==> config.mk <==
export PLATFORM = sky130hd
export DESIGN_NAME = roi_apb_multi
export DESIGN_NICKNAME = d
export VERILOG_FILES = /design/src/rtl/roi_pkg.sv /design/src/rtl/roi_apb_if.sv /design/src/rtl/roi_apb_multi.sv
export SDC_FILE = /design/constraint.sdc
export NUM_CORES = 1
export LEC_CHECK = 0
export BUFFER_PORTS_ARGS = -buffer_cell sky130_fd_sc_hd__buf_2
export CAP_MARGIN = 0
export CORE_MARGIN = 2
export CORE_UTILIZATION = 50
export DETAILED_ROUTE_END_ITERATION = 10
export PLACE_DENSITY = 0.77
export SLEW_MARGIN = 40
export SYNTH_ARGS = -nofsm -noshare
export SYNTH_HDL_FRONTEND = slang
export SYNTH_SLANG_ARGS = --single-unit
export TNS_END_PERCENT = 1
==> constraint.sdc <==
create_clock -name clk_i -period 10.4 [get_ports clk_i]
set_input_delay 1.04 -clock clk_i [delete_from_list [all_inputs] [get_ports clk_i]]
set_output_delay 1.04 -clock clk_i [all_outputs]
set_load 0.03 [all_outputs]
==> src/rtl/roi_pkg.sv <==
// ---------------------------------------------------------------------------
// roi_pkg
// Shared definitions for the ROI APB register slice. This package holds the
// register map offsets, the CTRL/STATUS bit positions, the APB FSM state
// enum, the packed corner type, and the decoded-access record that the APB
// front end passes to the register banks.
// ---------------------------------------------------------------------------
package roi_pkg;

    // Widest coordinate supported. Corners are stored in fields of this
    // width, and any bits above COORD_W are kept at zero.
    localparam int unsigned COORD_MAX_W        = 16;
    localparam int unsigned CORNER_X_LSB       = 0;
    localparam int unsigned CORNER_Y_LSB       = 16;

    // Register map
    localparam int unsigned ROI_STRIDE         = 8;       // bytes per region
    localparam int unsigned CORNER1_OFS        = 4;       // corner1 offset inside a region
    localparam int unsigned ADDR_CTRL          = 'h100;
    localparam int unsigned ADDR_STATUS        = 'h104;

    // CTRL / STATUS bit positions
    localparam int unsigned CTRL_COMMIT_BIT    = 0;
    localparam int unsigned CTRL_ENABLE_LSB    = 8;
    localparam int unsigned STATUS_PENDING_BIT = 0;
    localparam int unsigned STATUS_ENABLE_LSB  = 8;

    typedef enum logic [1:0] {
        APB_IDLE,
        APB_SETUP,
        APB_ACCESS
    } apb_state_t;

    typedef struct packed {
        logic [COORD_MAX_W-1:0] y;
        logic [COORD_MAX_W-1:0] x;
    } corner_t;

    // Decoded view of the current APB address
    typedef struct packed {
        logic       corner;   // hits a corner register of an existing region
        logic       c1;       // corner1 (else corner0)
        logic [3:0] roi;      // region index
        logic       ctrl;     // CTRL register
        logic       status;   // STATUS register
    } apb_dec_t;

endpackage

==> src/rtl/roi_apb_if.sv <==
// ---------------------------------------------------------------------------
// roi_apb_if
// APB slave front end for roi_apb_multi. It runs the IDLE/SETUP/ACCESS FSM
// with zero wait states in ACCESS, decodes the address, produces the
// write strobe for the register banks, and registers read data on the
// SETUP->ACCESS edge.
//
// Ports
//   clk_i, arst_i        clock, async active-high reset
//   apb_paddr_i          byte address
//   apb_pwrite_i         write/read select
//   apb_psel_i           APB select
//   apb_penable_i        APB enable
//   apb_prdata_o         registered read data, non-zero only in ACCESS
//   apb_pready_o         ready, high in ACCESS
//   dec_o                combinational decode of apb_paddr_i
//   wr_en_o              write commit strobe (ACCESS & psel & penable & pwrite)
//   rd_data_i            read mux value from the register banks
//   apb_pslverr_o        error response (only with ROI_APB_PSLVERR_EN)
//
// Configuration macro: ROI_APB_PSLVERR_EN
// ---------------------------------------------------------------------------
module roi_apb_if
    import roi_pkg::*;
#(
    parameter int unsigned APB_DATA_W = 32,
    parameter int unsigned APB_ADDR_W = 12,
    parameter int unsigned ROI_NUM    = 4
) (
    input  logic                  clk_i,
    input  logic                  arst_i,
    input  logic [APB_ADDR_W-1:0] apb_paddr_i,
    input  logic                  apb_pwrite_i,
    input  logic                  apb_psel_i,
    input  logic                  apb_penable_i,
    output logic [APB_DATA_W-1:0] apb_prdata_o,
    output logic                  apb_pready_o,
    output apb_dec_t              dec_o,
    output logic                  wr_en_o,
    input  logic [APB_DATA_W-1:0] rd_data_i
`ifdef ROI_APB_PSLVERR_EN
    ,
    output logic                  apb_pslverr_o
`endif
);

    apb_state_t            state_q;
    apb_state_t            state_d;
    logic [APB_DATA_W-1:0] prdata_q;
    logic                  mapped;

    // Address decode
    always_comb begin
        dec_o        = '0;
        dec_o.corner = (apb_paddr_i < APB_ADDR_W'(ROI_STRIDE * ROI_NUM)) &&
                       (apb_paddr_i[1:0] == 2'b00);
        dec_o.c1     = apb_paddr_i[$clog2(CORNER1_OFS)];
        dec_o.roi    = apb_paddr_i[$clog2(ROI_STRIDE) +: 4];
        dec_o.ctrl   = (apb_paddr_i == APB_ADDR_W'(ADDR_CTRL));
        dec_o.status = (apb_paddr_i == APB_ADDR_W'(ADDR_STATUS));
    end

    assign mapped = dec_o.corner | dec_o.ctrl | dec_o.status;

    // State register
    always_ff @(posedge clk_i or posedge arst_i) begin
        if (arst_i) begin
            state_q <= APB_IDLE;
        end else begin
            state_q <= state_d;
        end
    end

    // Next-state logic
    always_comb begin
        state_d = state_q;
        unique case (state_q)
            APB_IDLE: begin
                if (apb_psel_i && !apb_penable_i) begin
                    state_d = APB_SETUP;
                end
            end
            APB_SETUP: begin
                state_d = APB_ACCESS;
            end
            APB_ACCESS: begin
                if (apb_psel_i && !apb_penable_i) begin
                    state_d = APB_SETUP;
                end else begin
                    state_d = APB_IDLE;
                end
            end
            default: begin
                state_d = APB_IDLE;
            end
        endcase
    end

    // Output logic
    always_comb begin
        apb_pready_o  = 1'b0;
        wr_en_o       = 1'b0;
`ifdef ROI_APB_PSLVERR_EN
        apb_pslverr_o = 1'b0;
`endif
        if (state_q == APB_ACCESS) begin
            apb_pready_o  = 1'b1;
            wr_en_o       = apb_psel_i & apb_penable_i & apb_pwrite_i;
`ifdef ROI_APB_PSLVERR_EN
            apb_pslverr_o = !mapped || (dec_o.status && apb_pwrite_i);
`endif
        end
    end

    // Read data is captured on the SETUP->ACCESS edge and cleared on every
    // other edge, so it is visible only for the ACCESS cycle.
    always_ff @(posedge clk_i or posedge arst_i) begin
        if (arst_i) begin
            prdata_q <= '0;
        end else if (state_q == APB_SETUP && !apb_pwrite_i && mapped) begin
            prdata_q <= rd_data_i;
        end else begin
            prdata_q <= '0;
        end
    end

    assign apb_prdata_o = prdata_q;

endmodule

==> src/rtl/roi_apb_multi.sv <==
// ---------------------------------------------------------------------------
// roi_apb_multi
// Multi-region ROI register block with an APB slave. Corner and enable
// writes land in a shadow set. A COMMIT write arms a copy, and the next
// frame_start_i moves the shadow set into the active set that drives the
// outputs.
//
// Ports
//   clk_i, arst_i            clock, async active-high reset
//   apb_paddr_i              APB byte address
//   apb_pwdata_i             APB write data
//   apb_pwrite_i             APB write select
//   apb_psel_i               APB select
//   apb_penable_i            APB enable
//   apb_prdata_o             APB read data
//   apb_pready_o             APB ready
//   frame_start_i            one-cycle frame sync
//   roi_xy0_o / roi_xy1_o    active corners per region, {Y[16+:COORD_W], X[0+:COORD_W]}
//   roi_valid_o              region enabled and well-formed (registered)
//   commit_done_o            one-cycle pulse after a shadow->active copy
//   apb_pslverr_o            APB error (only with ROI_APB_PSLVERR_EN)
//
// Configuration macro: ROI_APB_PSLVERR_EN
// ---------------------------------------------------------------------------
module roi_apb_multi
    import roi_pkg::*;
#(
    parameter int unsigned APB_DATA_W = 32,
    parameter int unsigned APB_ADDR_W = 12,
    parameter int unsigned ROI_NUM    = 4,
    parameter int unsigned COORD_W    = 10
) (
    input  logic                               clk_i,
    input  logic                               arst_i,
    input  logic [APB_ADDR_W-1:0]              apb_paddr_i,
    input  logic [APB_DATA_W-1:0]              apb_pwdata_i,
    input  logic                               apb_pwrite_i,
    input  logic                               apb_psel_i,
    input  logic                               apb_penable_i,
    output logic [APB_DATA_W-1:0]              apb_prdata_o,
    output logic                               apb_pready_o,
    input  logic                               frame_start_i,
    output logic [ROI_NUM-1:0][APB_DATA_W-1:0] roi_xy0_o,
    output logic [ROI_NUM-1:0][APB_DATA_W-1:0] roi_xy1_o,
    output logic [ROI_NUM-1:0]                 roi_valid_o,
    output logic                               commit_done_o
`ifdef ROI_APB_PSLVERR_EN
    ,
    output logic                               apb_pslverr_o
`endif
);

    apb_dec_t                  dec;
    logic                      wr_en;
    logic [APB_DATA_W-1:0]     rd_data;
    logic                      commit_wr;
    logic                      copy;
    logic                      unused_wdata;

    corner_t [ROI_NUM-1:0]     sh_c0_q;
    corner_t [ROI_NUM-1:0]     sh_c1_q;
    corner_t [ROI_NUM-1:0]     act_c0_q;
    corner_t [ROI_NUM-1:0]     act_c1_q;
    logic    [ROI_NUM-1:0]     sh_en_q;
    logic    [ROI_NUM-1:0]     act_en_q;
    logic    [ROI_NUM-1:0]     valid_d;
    logic    [ROI_NUM-1:0]     valid_q;
    logic                      pending_q;
    logic                      done_q;

    // Only the coordinate fields survive a write. Everything else is dropped.
    function automatic corner_t to_corner(input logic [APB_DATA_W-1:0] w);
        corner_t c;
        c   = '0;
        c.x = COORD_MAX_W'(w[CORNER_X_LSB +: COORD_W]);
        c.y = COORD_MAX_W'(w[CORNER_Y_LSB +: COORD_W]);
        return c;
    endfunction

    function automatic logic [APB_DATA_W-1:0] from_corner(input corner_t c);
        logic [APB_DATA_W-1:0] w;
        w = '0;
        w[CORNER_X_LSB +: COORD_MAX_W] = c.x;
        w[CORNER_Y_LSB +: COORD_MAX_W] = c.y;
        return w;
    endfunction

    roi_apb_if #(
        .APB_DATA_W (APB_DATA_W),
        .APB_ADDR_W (APB_ADDR_W),
        .ROI_NUM    (ROI_NUM)
    ) u_apb_if (
        .clk_i         (clk_i),
        .arst_i        (arst_i),
        .apb_paddr_i   (apb_paddr_i),
        .apb_pwrite_i  (apb_pwrite_i),
        .apb_psel_i    (apb_psel_i),
        .apb_penable_i (apb_penable_i),
        .apb_prdata_o  (apb_prdata_o),
        .apb_pready_o  (apb_pready_o),
        .dec_o         (dec),
        .wr_en_o       (wr_en),
        .rd_data_i     (rd_data)
`ifdef ROI_APB_PSLVERR_EN
        ,
        .apb_pslverr_o (apb_pslverr_o)
`endif
    );

    assign unused_wdata = ^apb_pwdata_i;

    assign commit_wr = wr_en & dec.ctrl & apb_pwdata_i[CTRL_COMMIT_BIT];
    assign copy      = frame_start_i & pending_q;

    // Shadow register set (APB writes only)
    always_ff @(posedge clk_i or posedge arst_i) begin
        if (arst_i) begin
            sh_c0_q <= '0;
            sh_c1_q <= '0;
            sh_en_q <= '0;
        end else if (wr_en) begin
            if (dec.ctrl) begin
                sh_en_q <= apb_pwdata_i[CTRL_ENABLE_LSB +: ROI_NUM];
            end
            for (int unsigned n = 0; n < ROI_NUM; n++) begin
                if (dec.corner && dec.roi == 4'(n)) begin
                    if (dec.c1) begin
                        sh_c1_q[n] <= to_corner(apb_pwdata_i);
                    end else begin
                        sh_c0_q[n] <= to_corner(apb_pwdata_i);
                    end
                end
            end
        end
    end

    // Active register set. A copy in the same edge as a shadow write takes
    // the pre-write shadow value because both are non-blocking.
    always_ff @(posedge clk_i or posedge arst_i) begin
        if (arst_i) begin
            act_c0_q <= '0;
            act_c1_q <= '0;
            act_en_q <= '0;
        end else if (copy) begin
            act_c0_q <= sh_c0_q;
            act_c1_q <= sh_c1_q;
            act_en_q <= sh_en_q;
        end
    end

    // Commit handshake. A COMMIT write always (re)arms PENDING, even when it
    // coincides with a frame start, so that copy waits for the next frame.
    always_ff @(posedge clk_i or posedge arst_i) begin
        if (arst_i) begin
            pending_q <= 1'b0;
            done_q    <= 1'b0;
            valid_q   <= '0;
        end else begin
            pending_q <= commit_wr | (pending_q & ~frame_start_i);
            done_q    <= copy;
            valid_q   <= valid_d;
        end
    end

    always_comb begin
        valid_d = '0;
        for (int unsigned n = 0; n < ROI_NUM; n++) begin
            valid_d[n] = act_en_q[n] &&
                         (act_c0_q[n].x <= act_c1_q[n].x) &&
                         (act_c0_q[n].y <= act_c1_q[n].y);
        end
    end

    // Read mux (shadow corners, shadow ENABLE in CTRL, active ENABLE in STATUS)
    always_comb begin
        rd_data = '0;
        if (dec.ctrl) begin
            rd_data[CTRL_ENABLE_LSB +: ROI_NUM] = sh_en_q;
        end else if (dec.status) begin
            rd_data[STATUS_PENDING_BIT]           = pending_q;
            rd_data[STATUS_ENABLE_LSB +: ROI_NUM] = act_en_q;
        end else if (dec.corner) begin
            for (int unsigned n = 0; n < ROI_NUM; n++) begin
                if (dec.roi == 4'(n)) begin
                    rd_data = from_corner(dec.c1 ? sh_c1_q[n] : sh_c0_q[n]);
                end
            end
        end
    end

    always_comb begin
        roi_xy0_o = '0;
        roi_xy1_o = '0;
        for (int unsigned n = 0; n < ROI_NUM; n++) begin
            roi_xy0_o[n] = from_corner(act_c0_q[n]);
            roi_xy1_o[n] = from_corner(act_c1_q[n]);
        end
    end

    assign roi_valid_o   = valid_q;
    assign commit_done_o = done_q;

endmodule

# After elaboration in Yosys (flattened, before gate mapping)

Index checks and enable logic that the tools add are counted.

Mux-type cells: 22
Equality and inequality tests: 8
Magnitude comparators: 9
Bitwise gates (word level): 11
Reductions and logical operators: 30

Operators with widths:

| operator                                                                 | number |
|---|---|
| 32-bit two-way mux                                                       | 5 |
| 26-bit two-way mux                                                       | 5 |
| 10-bit <= comparator                                                     | 8 |
| 20-bit two-way mux                                                       | 2 |
| 12-bit by 9-bit equality test with 1-bit output (second input constant)  | 2 |
| 3-bit AND reduction                                                      | 8 |
| 1-bit logical AND                                                        | 16 |
| 12-bit by 6-bit < comparator with 1-bit output (second input constant)   | 1 |
| 4-bit by 2-bit equality test with 1-bit output (second input constant)   | 2 |
| 4-bit two-way mux                                                        | 2 |
| 8-bit two-way mux                                                        | 1 |
| 7-bit two-way mux                                                        | 1 |
| 1-bit AND                                                                | 6 |
| 2-bit case mux with 3 select lines                                       | 1 |
| 4-bit by 1-bit equality test with 1-bit output (second input constant)   | 1 |
| 2-bit zero test                                                          | 2 |
| 4-bit zero test                                                          | 1 |
| 1-bit two-way mux                                                        | 4 |
| 1-bit OR                                                                 | 3 |
| 2-bit by 1-bit equality test with 1-bit output (second input constant)   | 1 |
| 2-bit equality test (second input constant)                              | 1 |
| 1-bit zero test                                                          | 2 |
| 2-bit two-way mux                                                        | 1 |
| 2-bit by 1-bit inequality test with 1-bit output (second input constant) | 1 |
| other kinds (2)                                                          | 3 |

Input bits: 50
Output and inout port bits: 294
Word-level logic and storage cells: 119
Bits in registers: 368

# Logic depth before layout (Yosys ltp)

Depth in word-level cells: 9
Mapped depth: 7
Mapped depth without buffers: 7

# By module

From an unflattened synthesis, not the netlist that was laid out.

Cell total of the unflattened synthesis: 1,546
Area total of the unflattened synthesis: 18,217.5 um^2

Modules (own cells, without submodules):

| module        | area each (um^2) | cells each | sequential area each (um^2) | instances |
|---|---|---|---|---|
| roi_apb_multi | 16,383.2         | 1,407      | 8,358.0                     | 1 |
| roi_apb_if    | 1,834.3          | 139        | 850.8                       | 1 |

# Worst setup path before layout

No wires, ideal clock.

Path kind: input port to flip-flop
Start point: input apb_paddr_i[11]
End point: register sh_c0_q[65] (netlist bit)
Library setup time: 0.125 ns
Cell stages on the path: 5
Data arrival time: 2.435 ns
Buffers on the path: 1
Path slack: 7.840 ns
Required time: 10.275 ns
Cell sequence: nor4_2 nand4_1 nor4_1 buf_4 mux2_2

Word-level cells in the longest chain between the ends: 4

RTL lines:

| item                                           | line                 | text |
|---|---|---|
| start, declared                                | roi_apb_multi.sv:35  | `input logic [APB_ADDR_W-1:0] apb_paddr_i,` |
| 12-bit by 6-bit < comparator with 1-bit output | roi_apb_if.sv:55     | `dec_o.corner = (apb_paddr_i < APB_ADDR_W'(ROI_STRIDE * ROI_NUM)) &&` |
| 1-bit logical AND                              | roi_apb_if.sv:55     |  |
| 1-bit logical AND                              | roi_apb_multi.sv:126 | `if (dec.corner && dec.roi == 4'(n)) begin` |
| 3-bit AND reduction (no source line)           | --                   |  |
| end signal, assigned by index                  | roi_apb_multi.sv:130 | `sh_c0_q[n] <= to_corner(apb_pwdata_i);` |
| end, declared                                  | roi_apb_multi.sv:60  | `corner_t [ROI_NUM-1:0] sh_c0_q;` |

No other way between the ends.
A chain may end at the register's enable or synchronous reset.

# Worst setup path in the final report

Start point: input apb_paddr_i[2]
End point: register sh_c1_q[81] (netlist bit)

Word-level cells in the longest chain between the ends: 4

RTL lines:

| item                                           | line                 | text |
|---|---|---|
| 12-bit by 6-bit < comparator with 1-bit output | roi_apb_if.sv:55     |  |
| 1-bit logical AND                              | roi_apb_if.sv:55     |  |
| 1-bit logical AND                              | roi_apb_multi.sv:126 |  |
| 3-bit AND reduction (no source line) *         | --                   |  |
| end signal, assigned by index                  | roi_apb_multi.sv:128 | `sh_c1_q[n] <= to_corner(apb_pwdata_i);` |
| end, declared                                  | roi_apb_multi.sv:61  | `corner_t [ROI_NUM-1:0] sh_c1_q;` |

Every way passes the cells marked *; elsewhere a longest branch is shown, timed or not.

==> results.json <==
{
  "finalClockSkew_ns": 0.00830,
  "peak_vdd_ir_mv": 0.0934,
  "synth_async_sr_flop_share": 1.00,
  "chipHeight_um": 188,
  "synth-simple-area-share": 0.0561,
  "worst_hold_path_type": "flip-flop to flip-flop",
  "cp_slowest_stage_delay_ns": 0.63,
  "antenna_found_initial": 6,
  "cp_top_family": "buffers and inverters",
  "synthToLayoutAreaGrowth_pct": 14.0,
  "crit_chain": "buf_4 -> buf_4 -> nand2_1 -> nor4_2 -> buf_4 -> mux2_2",
  "design.portCount": 344,
  "routability_congestion_estimate_from_global_placement": 0.871,
  "synth_area_leaders": "sky130_fd_sc_hd__dfrtp_1 (53%), sky130_fd_sc_hd__mux2_2 (16%), sky130_fd_sc_hd__ha_1 (5.9%)",
  "layout_min_cycle_time_ns": 3.11,
  "nNetsFinal": 1737,
  "fill_cells": 2755,
  "ff2ff_setup_slack_ns": 7.95,
  "synthMuxAreaShare": 0.207,
  "fin_hold_ws_ns": 0.473,
  "holdCritStartpoint": "u_apb_if.state_q[1]$_DFFE_PP0P_",
  "post_synth_num_cell_types": 41,
  "dp_hpwl_um": 30500,
  "syn-instance-count": 1386,
  "synth_enable_flop_cells": 0,
  "initial_utilization": 0.507,
  "postSynthAreaPerCell_um2": 12.3,
  "criticalPathCategory": "primary input to flip-flop",
  "timing.max_slew.rel_slack": 0.438,
  "cts.reportedPaths.clkPinSlew_ns": 0.06,
  "arrival_ns": 3.49,
  "clkLatencyLatePin_ns": 0.51,
  "hold-path-cell-count": 1,
  "final-hold-violation-count": 0,
  "grt_use_total": 0.245,
  "post_synth_instance_area_um2": 17000,
  "fmax_ghz": 0.322,
  "crit_path_top_delay_cell": "sky130_fd_sc_hd__buf_4",
  "detailed_place.area_um2": 18200,
  "synthesis.yosys.warnings": 0,
  "synth_largest_area_cell": "sky130_fd_sc_hd__dfrtp_1",
  "timing_worst_slew_pin_value_ns": 0.841,
  "fp_rows": 67,
  "avgRoutedWirePerCell_um": 20.8,
  "setup_viol": 0,
  "power_leakage_nw": 10.2,
  "total_cts_buffers": 36,
  "destination_of_the_worst_hold_path": "u_apb_if.state_q[1]$_DFFE_PP0P_",
  "cts_tree": "yes",
  "synth.ff_latch_count": 358,
  "critical_path.startpoint_type": "primary input",
  "grt_pass1_vias": 11700,
  "buffers_on_ports": 227,
  "floorplan.die_area_um2": 35500,
  "rsz0062_at_grt": "false",
  "worstReg2RegEnd": "sh_c1_q[81]$_DFFE_PP0P_",
  "yosysSeqAreaShare": 0.527,
  "drtAntennaViolNets": 0,
  "r2r_cells": 5,
  "drv_cap": 0,
  "cpMostUsedCell": "sky130_fd_sc_hd__buf_4",
  "power_density_nw_per_um2": 143,
  "layout-drive-gt1-share": 0.354,
  "design.core.area_um2": 33500,
  "post-route-period-util": 0.299,
  "routed_via_density": 5.48,
  "critical_path.n_buffers_inverters": 3,
  "total_setup_buffers_inserted_after_cts": 0,
  "r2r_start": "u_apb_if.state_q[0]$_DFFE_PP0P_",
  "worst_ep_required_time_ns": 10.79,
  "xor_and_xnor_fraction_of_the_mapped_netlist_area": 0,
  "yosys_most_used_dff": "sky130_fd_sc_hd__dfrtp_1",
  "postCtsHoldBufs": 0,
  "combinational_family_with_the_most_area_after_synthesis": "multiplexers",
  "netlist.area_leader.share": 0.527,
  "finalInstanceArea_um2": 19400,
  "cts.sinks": 358,
  "ctsRootBufferMaster": "sky130_fd_sc_hd__clkbuf_16",
  "routed_wl_um": 43200,
  "vias": 11400,
  "htreeDepth": 2,
  "total_congestion_overflow_after_global_routing": 0,
  "postLayoutCoreUtil": 0.578,
  "grt_max_degree": 152,
  "die_width_um": 188,
  "timing.final.max_slew_violations": 0,
  "drtIter0Drc": 823,
  "cts-resized-gates": 0,
  "grt_first_pass_wirelength_um": 67100,
  "worst-path-max-fanout": 40,
  "synth_compound_gate_area_share": 0.0678,
  "drc_errors": 0,
  "clock_path_buffers": 3,
  "outcome": "finished clean",
  "drt-pass1-iter-count": 5,
  "setup.worst_path.end_class": "flip-flop",
  "tns_ns": 0,
  "synth-adder-area-share": 0.0589
}
-- metrics by stage --
| stage | std cells | power (mW) | setup slack (ns) |
|---|---|---|---|
| 3_5_place_dp | 2017 | 1.55 | 6.79 |
| 5_1_grt | 2078 | 2.86 | 7.21 |
| 6_report | 2080 | 2.78 | 7.29 |
| 4_1_cts | 2077 | 2.79 | 7.32 |
| 3_3_place_gp | 2016 | 1.54 | 6.85 |
| 2_1_floorplan | 1491 | 1.54 | 4.56 |
-- power by group --
| group | internal (mW) | total [mW] | switching, mW |
|---|---|---|---|
| Combinational | 0.0174 | 0.126 | 0.109 |
| Sequential | 1.39 | 1.39 | 0.000479 |
| Clock | 0.734 | 1.26 | 0.521 |
-- layout make-up --
class	instances	area [µm²]	share of cell area
repair buffers	246	1310	0.0675
multi-input cells	882	7060	0.365
diodes	3	7.51	0.000388
well taps	448	561	0.0289
clock buffers	55	1110	0.0575
clock inverters	5	25.0	0.00129
inverters	83	328	0.0169
flip-flops and latches	358	8960	0.463
-- synth_stat cells, drive strengths merged (2+ instances only) --
cell type    n
mux2       250
nor2        39
and2         2
nand3        5
nor3         7
clkbuf      30
a211oi      17
a221oi       8
o22ai       16
nand2b       3
buf        138
nand2      104
o211ai       7
mux2i       28
dfrtp      358
and4b        2
a21oi       28
a21o         8
mux4        19
nor3b        6
o21a         2
ha          80
nor4         4
inv         82
a22oi       11
nor2b       11
o21ai       97
nand4       20
-- cell usage in the layout (no fill, tap or decap), types with 11 or more instances in the layout --
| cell | count |
|---|---|
| sky130_fd_sc_hd__a211oi_1 | 17 |
| sky130_fd_sc_hd__a21oi_1 | 28 |
| sky130_fd_sc_hd__a22oi_1 | 11 |
| sky130_fd_sc_hd__buf_2 | 225 |
| sky130_fd_sc_hd__buf_4 | 17 |
| sky130_fd_sc_hd__clkbuf_16 | 37 |
| sky130_fd_sc_hd__clkbuf_8 | 12 |
| sky130_fd_sc_hd__conb_1 | 106 |
| sky130_fd_sc_hd__dfrtp_1 | 358 |
| sky130_fd_sc_hd__ha_1 | 80 |
| sky130_fd_sc_hd__inv_1 | 81 |
| sky130_fd_sc_hd__mux2_2 | 243 |
| sky130_fd_sc_hd__mux2i_1 | 28 |
| sky130_fd_sc_hd__mux4_2 | 19 |
| sky130_fd_sc_hd__nand2_1 | 104 |
| sky130_fd_sc_hd__nand4_1 | 20 |
| sky130_fd_sc_hd__nor2_1 | 37 |
| sky130_fd_sc_hd__nor2b_1 | 11 |
| sky130_fd_sc_hd__o21ai_0 | 97 |
| sky130_fd_sc_hd__o22ai_1 | 16 |
-- logic make-up after synthesis --
group / after synthesis
flip-flops: 358
AND/OR/NAND/NOR: 203
AO/OA/AOI/OAI: 196
multiplexers: 297
other: 1
buffers and inverters: 251
adder cells (fa/ha/maj): 80
-- flip-flops by register name (all words and copies together), names as in the netlist, 2 cells and up --
signal and cells:
act_en_q 4, sh_c0_q 80, u_apb_if.apb_prdata_o 22, roi_xy1_o 80, sh_en_q 4, roi_valid_o 4
sh_c1_q 80, u_apb_if.state_q 2, roi_xy0_o 80
-- worst register-to-register path: cells and delay by family (launching register included) --
family	cells	cell delay (ns)
AND/OR/NAND/NOR	3	1.10
flip-flops	1	0.41
buffers and inverters	1	0.41
multiplexers	1	0.41
-- per-layer routing --
metal  track usage  up-vias  part of all wire
met2         0.386      451              0.46
met5             0        -           0.00095
met1         0.334     5759              0.44
met3        0.0494       95             0.063
met4         0.100        6             0.040
li1              -     5095                 -
-- worst max-delay path by stage --
stage	end	start	depth (start not counted)
after floorplan	act_en_q[0]$_DFFE_PP0P_	arst_i	1
after global placement	sh_c1_q[85]$_DFFE_PP0P_	apb_paddr_i[2]	6
after detailed placement	sh_c1_q[69]$_DFFE_PP0P_	apb_paddr_i[2]	6
after CTS	sh_c1_q[70]$_DFFE_PP0P_	apb_paddr_i[2]	6
after global routing	sh_c1_q[81]$_DFFE_PP0P_	apb_paddr_i[2]	6
final	sh_c1_q[81]$_DFFE_PP0P_	apb_paddr_i[2]	6
Note: power is estimated with default switching activity, not from simulation.
